`src/rtl/sa_pkg.sv`:
```
// Shared types and helpers for the systolic-array operand feeder.
package sa_pkg;

    localparam int DEF_DIN_WIDTH = 8;

    typedef logic [DEF_DIN_WIDTH-1:0]   elem_t;
    typedef logic [2*DEF_DIN_WIDTH-1:0] acc_t;

    typedef enum logic [1:0] {
        LOAD      = 2'd0,
        STREAM    = 2'd1,
        WAIT_DONE = 2'd2
    } feeder_state_e;

    // Number of cycles needed to push an N-deep skewed wavefront through N lanes.
    function automatic int unsigned stream_len(input int unsigned n);
        return (32'd2 * n) - 32'd1;
    endfunction

endpackage

```
`src/rtl/sa_skew_lane.sv`:
```
// One skewed lane: picks beat (t - LANE) of this lane from the operand buffer,
// or drives zero when that beat index falls outside the stored set.
module sa_skew_lane
    import sa_pkg::*;
#(
    parameter int DIN_WIDTH = 8,
    parameter int N         = 4,
    parameter int LANE      = 0,
    parameter int TW        = 3
) (
    input  logic [TW-1:0]        t,
    input  logic                 en,
    input  logic [DIN_WIDTH-1:0] data_buf [N][N],
    output logic [DIN_WIDTH-1:0] elem
);

    localparam int            KW      = $clog2(N);
    localparam logic [TW-1:0] LANE_T  = TW'(LANE);
    localparam logic [TW-1:0] DEPTH_T = TW'(N);

    // When t < LANE the subtraction wraps to a value >= N because the t
    // counter is wide enough for 2N-1, so one compare covers both bounds.
    logic [TW-1:0] idx_s;
    logic [KW-1:0] beat_s;

    assign idx_s  = t - LANE_T;
    assign beat_s = idx_s[KW-1:0];

    // Select the delayed element for this lane, zero outside the wavefront.
    always_comb begin
        elem = {DIN_WIDTH{1'b0}};
        if (en && (idx_s < DEPTH_T)) begin
            elem = data_buf[beat_s][LANE];
        end else begin
            elem = {DIN_WIDTH{1'b0}};
        end
    end

endmodule

```
`src/rtl/sa_feeder.sv`:
```
// Operand staging for the N x N systolic core: collects N load beats,
// replays them as a diagonal wavefront, then waits for the core to finish.
module sa_feeder
    import sa_pkg::*;
#(
    parameter int DIN_WIDTH = 8,
    parameter int N         = 4
) (
    input  logic                              clk,
    input  logic                              rst,
    input  logic                              ld_valid,
    output logic                              ld_ready,
    input  logic [N-1:0][DIN_WIDTH-1:0]       ld_a,
    input  logic [N-1:0][DIN_WIDTH-1:0]       ld_b,
    input  logic [N-1:0][2*DIN_WIDTH-1:0]     ld_c,
    output logic [N-1:0][DIN_WIDTH-1:0]       sa_a,
    output logic [N-1:0][DIN_WIDTH-1:0]       sa_b,
    output logic [N-1:0][2*DIN_WIDTH-1:0]     sa_c,
    output logic                              sa_in_valid,
    input  logic                              sa_done,
    output logic                              busy
);

    localparam int            SLEN   = int'(stream_len(N));
    localparam int            KW     = $clog2(N);
    localparam int            TW     = $clog2(SLEN);
    localparam logic [KW-1:0] K_LAST = KW'(N - 1);
    localparam logic [TW-1:0] T_LAST = TW'(SLEN - 1);

    feeder_state_e state_r;
    feeder_state_e state_next_s;
    logic [KW-1:0] k_r;
    logic [KW-1:0] k_next_s;
    logic [TW-1:0] t_r;
    logic [TW-1:0] t_next_s;
    logic          accept_s;
    logic          stream_next_s;

    logic [DIN_WIDTH-1:0] a_buf_r [N][N];
    logic [DIN_WIDTH-1:0] b_buf_r [N][N];

    logic [N-1:0][DIN_WIDTH-1:0]   sa_a_next_s;
    logic [N-1:0][DIN_WIDTH-1:0]   sa_b_next_s;
    logic [N-1:0][DIN_WIDTH-1:0]   sa_a_r;
    logic [N-1:0][DIN_WIDTH-1:0]   sa_b_r;
    logic [N-1:0][2*DIN_WIDTH-1:0] sa_c_r;
    logic                          sa_in_valid_r;
    logic                          ld_ready_r;
    logic                          busy_r;

    // ld_ready_r mirrors "state is LOAD", so it doubles as the accept gate.
    assign accept_s      = ld_valid & ld_ready_r;
    assign stream_next_s = (state_next_s == STREAM);

    // Next-state and counter decode for the load / stream / wait sequence.
    always_comb begin
        state_next_s = state_r;
        k_next_s     = k_r;
        t_next_s     = t_r;
        case (state_r)
            LOAD: begin
                if (accept_s) begin
                    if (k_r == K_LAST) begin
                        state_next_s = STREAM;
                        t_next_s     = {TW{1'b0}};
                    end else begin
                        k_next_s = k_r + KW'(1'b1);
                    end
                end else begin
                    k_next_s = k_r;
                end
            end
            STREAM: begin
                if (t_r == T_LAST) begin
                    state_next_s = WAIT_DONE;
                    t_next_s     = {TW{1'b0}};
                end else begin
                    t_next_s = t_r + TW'(1'b1);
                end
            end
            WAIT_DONE: begin
                if (sa_done) begin
                    state_next_s = LOAD;
                    k_next_s     = {KW{1'b0}};
                end else begin
                    state_next_s = WAIT_DONE;
                end
            end
            default: begin
                state_next_s = LOAD;
                k_next_s     = {KW{1'b0}};
                t_next_s     = {TW{1'b0}};
            end
        endcase
    end

    // State and counter registers.
    always_ff @(posedge clk or posedge rst) begin
        if (rst) begin
            state_r <= LOAD;
            k_r     <= {KW{1'b0}};
            t_r     <= {TW{1'b0}};
        end else begin
            state_r <= state_next_s;
            k_r     <= k_next_s;
            t_r     <= t_next_s;
        end
    end

    // Operand buffers; contents are only meaningful after a full load.
    always_ff @(posedge clk) begin
        if (accept_s) begin
            for (int i = 0; i < N; i++) begin
                a_buf_r[k_r][i] <= ld_a[i];
                b_buf_r[k_r][i] <= ld_b[i];
            end
        end
    end

    // Lane selectors are fed the next-cycle t so the lane outputs can be
    // registered and still line up with the STREAM cycle they belong to.
    for (genvar gi = 0; gi < N; gi++) begin : g_lane
        sa_skew_lane #(
            .DIN_WIDTH (DIN_WIDTH),
            .N         (N),
            .LANE      (gi),
            .TW        (TW)
        ) u_skew_a (
            .t        (t_next_s),
            .en       (stream_next_s),
            .data_buf (a_buf_r),
            .elem     (sa_a_next_s[gi])
        );

        sa_skew_lane #(
            .DIN_WIDTH (DIN_WIDTH),
            .N         (N),
            .LANE      (gi),
            .TW        (TW)
        ) u_skew_b (
            .t        (t_next_s),
            .en       (stream_next_s),
            .data_buf (b_buf_r),
            .elem     (sa_b_next_s[gi])
        );
    end

    // Registered core-facing outputs and handshake/status flags.
    always_ff @(posedge clk or posedge rst) begin
        if (rst) begin
            sa_a_r        <= '{default: {DIN_WIDTH{1'b0}}};
            sa_b_r        <= '{default: {DIN_WIDTH{1'b0}}};
            sa_in_valid_r <= 1'b0;
            ld_ready_r    <= 1'b1;
            busy_r        <= 1'b0;
        end else begin
            sa_a_r        <= sa_a_next_s;
            sa_b_r        <= sa_b_next_s;
            sa_in_valid_r <= stream_next_s && (t_next_s == T_LAST);
            ld_ready_r    <= (state_next_s == LOAD);
            busy_r        <= (state_next_s != LOAD);
        end
    end

    // C preload is captured on beat 0 and held for the core until the next beat 0.
    always_ff @(posedge clk or posedge rst) begin
        if (rst) begin
            sa_c_r <= '{default: {(2*DIN_WIDTH){1'b0}}};
        end else if (accept_s && (k_r == {KW{1'b0}})) begin
            sa_c_r <= ld_c;
        end else begin
            sa_c_r <= sa_c_r;
        end
    end

    assign sa_a        = sa_a_r;
    assign sa_b        = sa_b_r;
    assign sa_c        = sa_c_r;
    assign sa_in_valid = sa_in_valid_r;
    assign ld_ready    = ld_ready_r;
    assign busy        = busy_r;

endmodule
```
`config.mk`:
```
export PLATFORM = sky130hd
export DESIGN_NAME = sa_feeder
export DESIGN_NICKNAME = d
export VERILOG_FILES = /design/src/rtl/sa_pkg.sv /design/src/rtl/sa_skew_lane.sv /design/src/rtl/sa_feeder.sv
export SDC_FILE = /design/constraint.sdc
export NUM_CORES = 1
export LEC_CHECK = 0
export BUFFER_PORTS_ARGS = -buffer_cell sky130_fd_sc_hd__buf_2
export CAP_MARGIN = 30
export CORE_UTILIZATION = 52
export CTS_CLUSTER_SIZE = 16
export DETAILED_ROUTE_END_ITERATION = 16
export PLACE_DENSITY = 0.82
export REMOVE_ABC_BUFFERS = 1
export SLEW_MARGIN = 20
export SYNTH_ARGS = -nofsm -noshare
export SYNTH_HDL_FRONTEND = slang
export SYNTH_HIERARCHICAL = 1
export SYNTH_SLANG_ARGS = --single-unit
```
`constraint.sdc`:
```
create_clock -name clk -period 12.5 [get_ports clk]
set_input_delay 1.25 -clock clk [delete_from_list [all_inputs] [get_ports clk]]
set_output_delay 1.25 -clock clk [all_outputs]
set_load 0.05 [all_outputs]
```
Word-level counts from Yosys, hierarchy flattened --
Index checks and enable logic that the tools add are counted.
Word-level totals: flip-flop bits (word level) 394, input port bits 132, output and inout port bits 131, word-level logic and storage cells 154
Cells by class: $add $sub $neg 5, order comparisons 10, eq/ne operators 9, mux-type cells 61, bitwise logic cells 7, reductions and logical operators 12
Operator list (number):
- $bwmux 128 | 8
- $bmux 32 s2 | 8
- $demux 32 s2 | 4
- $mux 32 | 5
- $mux 24 | 5
- $mux 8 | 13
- $mux 16 | 5
- $ge 3x3->1 const B | 5
- $not 2->3 | 5
- $mux 2 | 7
- $lt 3x3->1 const B | 4
- $pmux 2 s3 | 2
- $mux 3 | 3
- $pmux 3 s3 | 1
- $logic_and 1x1->1 | 7
- $eq 3x3->1 const B | 2
- $logic_not 2->1 | 3
- $ne 2x2->1 const B | 3
- $sub 3x2->3 const B | 2
- $eq 2x1->1 const B | 2
- $eq 2x2->1 const B | 2
- $reduce_and 4->1 | 1
- $add 3x1->3 const B | 1
- $lt 3x1->1 const B | 1
- 5 further kinds | 5

Longest topological paths before layout --
depth after elaboration 10, mapped depth 10, gate-level depth less buffers 8

Hierarchy --
The synthesis kept the hierarchy.
By module, submodules not included:
- sa_feeder | times used 1, cells an instance 577, area each 12881.1 um2, seq. area each 11141.9 um2
- sa_skew_lane at g_lane[1].u_skew_a ... | times used 2, cells an instance 22, area each 274.0 um2, seq. area each 0.0 um2
- sa_skew_lane at g_lane[3].u_skew_a ... | times used 2, cells an instance 20, area each 267.8 um2, seq. area each 0.0 um2
- sa_skew_lane at g_lane[0].u_skew_a ... | times used 2, cells an instance 29, area each 262.8 um2, seq. area each 0.0 um2
- sa_skew_lane at g_lane[2].u_skew_a ... | times used 2, cells an instance 19, area each 255.2 um2, seq. area each 0.0 um2

Worst setup path after synthesis --
Ideal clock, no wire load.
path type in2reg, from input ld_valid, to register sa_a_r (netlist bit sa_a[0]), setup time 0.092 ns, arrival time 5.832 ns, required time 12.408 ns, path slack 6.576 ns, cell stages on the path 5, buffers on the path 0, path through and3_1 -> nor2_1 -> a211oi_1 -> nand3b_1 -> o22ai_1
RTL lines:
- from (decl) | RTL line sa_feeder.sv:11 | input logic ld_valid,
- to (signal assigned) | RTL line sa_feeder.sv:157 | sa_a_r <= sa_a_next_s;
- to (decl) | RTL line sa_feeder.sv:44 | logic [N-1:0][DIN_WIDTH-1:0] sa_a_r;

==> impl_metrics.tcl <==
set metrics [dict create \
    outcome "finished, final reports clean" \
    worstPathArrival_ns 4.26 \
    drcViolationCount 0 \
    synthCells 757 \
    coreArea_sq_um 28100 \
    fp.dieW_um 172 \
    maxSlewViolCount 0 \
    max_stage_delay_ns 0.60 \
    global_route.usage.total_pct 20.5 \
    power.share.sequential_pct 35.7 \
    cp_num_buf_inv 2 \
    proportion_of_layout_cells_with_a_drive_suffix_above_1_pct 42.6 \
    grt_start_max_net_pins 65 \
    clock-skew-final_ns 0.0197 \
    drv.max_cap_violation_count 0 \
    final-instance-count-excl-fill 1452 \
    drt_wl_total_um 30100 \
    period_share_pct 30.7 \
    cts_setup_buffers 0 \
    drt_first_iter_violations 443 \
    pwr-share-comb_pct 40.9 \
    synthArstFlopShare_pct 35.0 \
    p_sw_mw 1.91 \
    clkLatencyLatePin_ns 0.53 \
    cts.htree.levels 2 \
    path_cells "ha_1, and3_4, buf_16, nor2_1, a211oi_4, buf_4, or3b_1, o22ai_1" \
    synth-seq-area-share_pct 74.3 \
    synthToLayoutAreaGrowth_pct 20.1 \
    fmax_ghz 0.261 \
    critical-path-top-delay-family "simple AND/OR/NAND/NOR gates" \
    cp-start-kind "flop" \
    unrepaired_setup_endpoints_after_global_routing "false" \
    worstSetupPathType "reg2reg" \
    most_frequently_used_cell_type_in_the_post_synthesis_netlist "sky130_fd_sc_hd__edfxtp_1" \
    yosys.cell_types.count 38 \
    dp.cells 1375 \
    nets 1181 \
    count_of_warnings_emitted_by_yosys 6 \
    share_clk_of_total_power_pct 23.3 \
    syn-cell-area_sq_um 15000 \
    globalRouteOverflowTotal 0 \
    route.detailed.wl_per_inst_um 20.7 \
    detailed_place_hpwl_um 18800 \
    number_of_flops_mapped_to_enable_cells_by_yosys 256 \
    floorplan.io_pins 263 \
    post_synth_most_frequent_cells "256 x sky130_fd_sc_hd__edfxtp_1, 137 x sky130_fd_sc_hd__dfrtp_1, 64 x sky130_fd_sc_hd__and2_1" \
    portBuffers 262 \
    synth_largest_type_area_fraction_pct 51.2 \
    synth_top_area_cell "sky130_fd_sc_hd__edfxtp_1" \
    period_minus_slack_ns 3.84 \
    antenna_found_initial 4 \
    min-delay-path-class "reg2reg" \
    cellPowerDensity_nw_per_um2 285 \
    endpoint_kind "flop" \
    post_cts_hold_buffer_count 0 \
    tns_setup_ns 0 \
    die_area_sq_um 29500 \
    avgSynthCellArea_sq_um 19.8 \
    timing.final.setup_violations 0 \
    dominantRegCellSynth "sky130_fd_sc_hd__edfxtp_1" \
    ctsRootBufferMaster "sky130_fd_sc_hd__clkbuf_16" \
    start_util_pct 53.4 \
    die-height_um 172 \
    synth_seq_cells 394 \
    tritoncts "yes" \
    max_root_sink_buffers 3 \
    netlist_top_cells_area "sky130_fd_sc_hd__edfxtp_1 51%, sky130_fd_sc_hd__dfrtp_1 23%, sky130_fd_sc_hd__mux4_2 7.2%" \
    route.vias.total 7766 \
    clk_pin_slew_worst_paths_ns 0.06 \
    diodes 0 \
    drt_first_pass_iters 4 \
    worstMarginPinSlew_ns 0.942 \
    cell_leakage_power_nw 7.45 \
    grt_pass1_wl_um 44600 \
    cts_inserted_buffers 41 \
    rows 61 \
    clock_sink_count 394 \
    route.detailed.vias_per_inst 5.35 \
    post_cts.resized_instances 0 \
    postRouteAntennaNets 0 \
    worst-path-max-fanout 41 \
    final_area_sq_um 18000 \
    final-hold-violation-count 0 \
    crit_path_top_delay_cell "sky130_fd_sc_hd__and3_4" \
    intPower_mw 3.23 \
    required_ns 12.92 \
    placedInstanceArea_sq_um 16600 \
    first_global_vias 8074 \
    slew-limit-headroom_pct 37.2 \
    netSwitchingFraction_pct 37.1 \
    place_congestion 0.763 \
    vdd.ir_drop.worst_mv 0.164 \
]
layout by cell type (no fill, tap or decap), drive strengths merged, types with 8 or more instances in the layout:
master,count
and2,64
and3,52
buf,272
clkbuf,53
clkinv,17
dfrtp,137
edfxtp,256
ha,8
inv,11
mux2,64
mux2i,33
mux4,48
o22ai,19
sequential cells by signal, summed over array words and instances, names as in the netlist:
signal and count:
sa_in_valid 1, k_r 2, b_buf_r 128, sa_b 32, a_buf_r 128, busy 1
state_r 2, ld_ready 1, t_r 3, sa_a 32, sa_c 64
final timing paths:
kind	startpoint	to	slack (ns)	depth (start not counted)
min in group asynchronous	rst	sa_c[1]$_DFFE_PP0P_	0.79	2
max	k_r[0]$_DFFE_PP0P_	sa_b[4]$_DFF_PP0_	8.66	8
min reg2reg	sa_c[46]$_DFFE_PP0P_	sa_c[46]$_DFFE_PP0P_	0.50	1
max reg2reg	k_r[0]$_DFFE_PP0P_	sa_b[4]$_DFF_PP0_	8.66	8
min	sa_c[46]$_DFFE_PP0P_	sa_c[46]$_DFFE_PP0P_	0.50	1
max in group asynchronous	rst	sa_c[32]$_DFFE_PP0P_	10.59	4
final cells by class:
cell class | instances | area (sq um)
repair buffers | 272 | 1440
multi-input cells | 322 | 3570
fillers | 2026 | 10100
well taps | 378 | 473
inverters | 10 | 42.5
clock buffers | 53 | 1130
flip-flops and latches | 394 | 11100
clock inverters | 23 | 215
logic make-up (layout without fill, tap and decap cells):
kind of cell / count (synthesis) / in the layout / share of synthesized area, %
DFF: 394 / 394 / 74.3
xor gates and xnor gates: 7 / 7 / 0.409
adders and majority gates: 8 / 8 / 0.667
buffers and inverters: 41 / 358 / 2.29
and+or+nand+nor: 134 / 134 / 5.62
muxes: 145 / 145 / 15.4
AOI/OAI and AO/OA: 28 / 28 / 1.30
per-layer routing:
| metal | part of all wire (%) | global-route usage (%) |
|---|---|---|
| met5 | 0.14 | 0 |
| met4 | 2.5 | 6.50 |
| met3 | 6.8 | 4.74 |
| met2 | 51 | 35.6 |
| met1 | 40 | 25.5 |
power groups by stage:
| stage | clock network, mW | registers [mW] | logic [mW] |
|---|---|---|---|
| after global placement | 0 | 1.85 | 2.07 |
| after detailed placement | 0 | 1.87 | 2.12 |
| after floorplan | 0 | 2.39 | 1.10 |
| after global routing | 1.27 | 1.87 | 2.25 |
| after CTS | 1.22 | 1.84 | 2.13 |
| final | 1.20 | 1.84 | 2.11 |
stage by stage:
step | setup WS, ns | utilization [%] | power, mW | hold slack [ns]
after floorplan | 6.38 | - | 3.49 | 0.484
after global placement | 8.14 | 59.1 | 3.92 | 0.485
after detailed placement | 8.28 | 59.3 | 3.99 | 0.486
after CTS | 8.57 | 64.1 | 5.20 | 0.503
after global routing | 8.37 | 64.1 | 5.39 | 0.516
final | 8.66 | 64.1 | 5.14 | 0.500
Power figures use the tool's default switching activity.
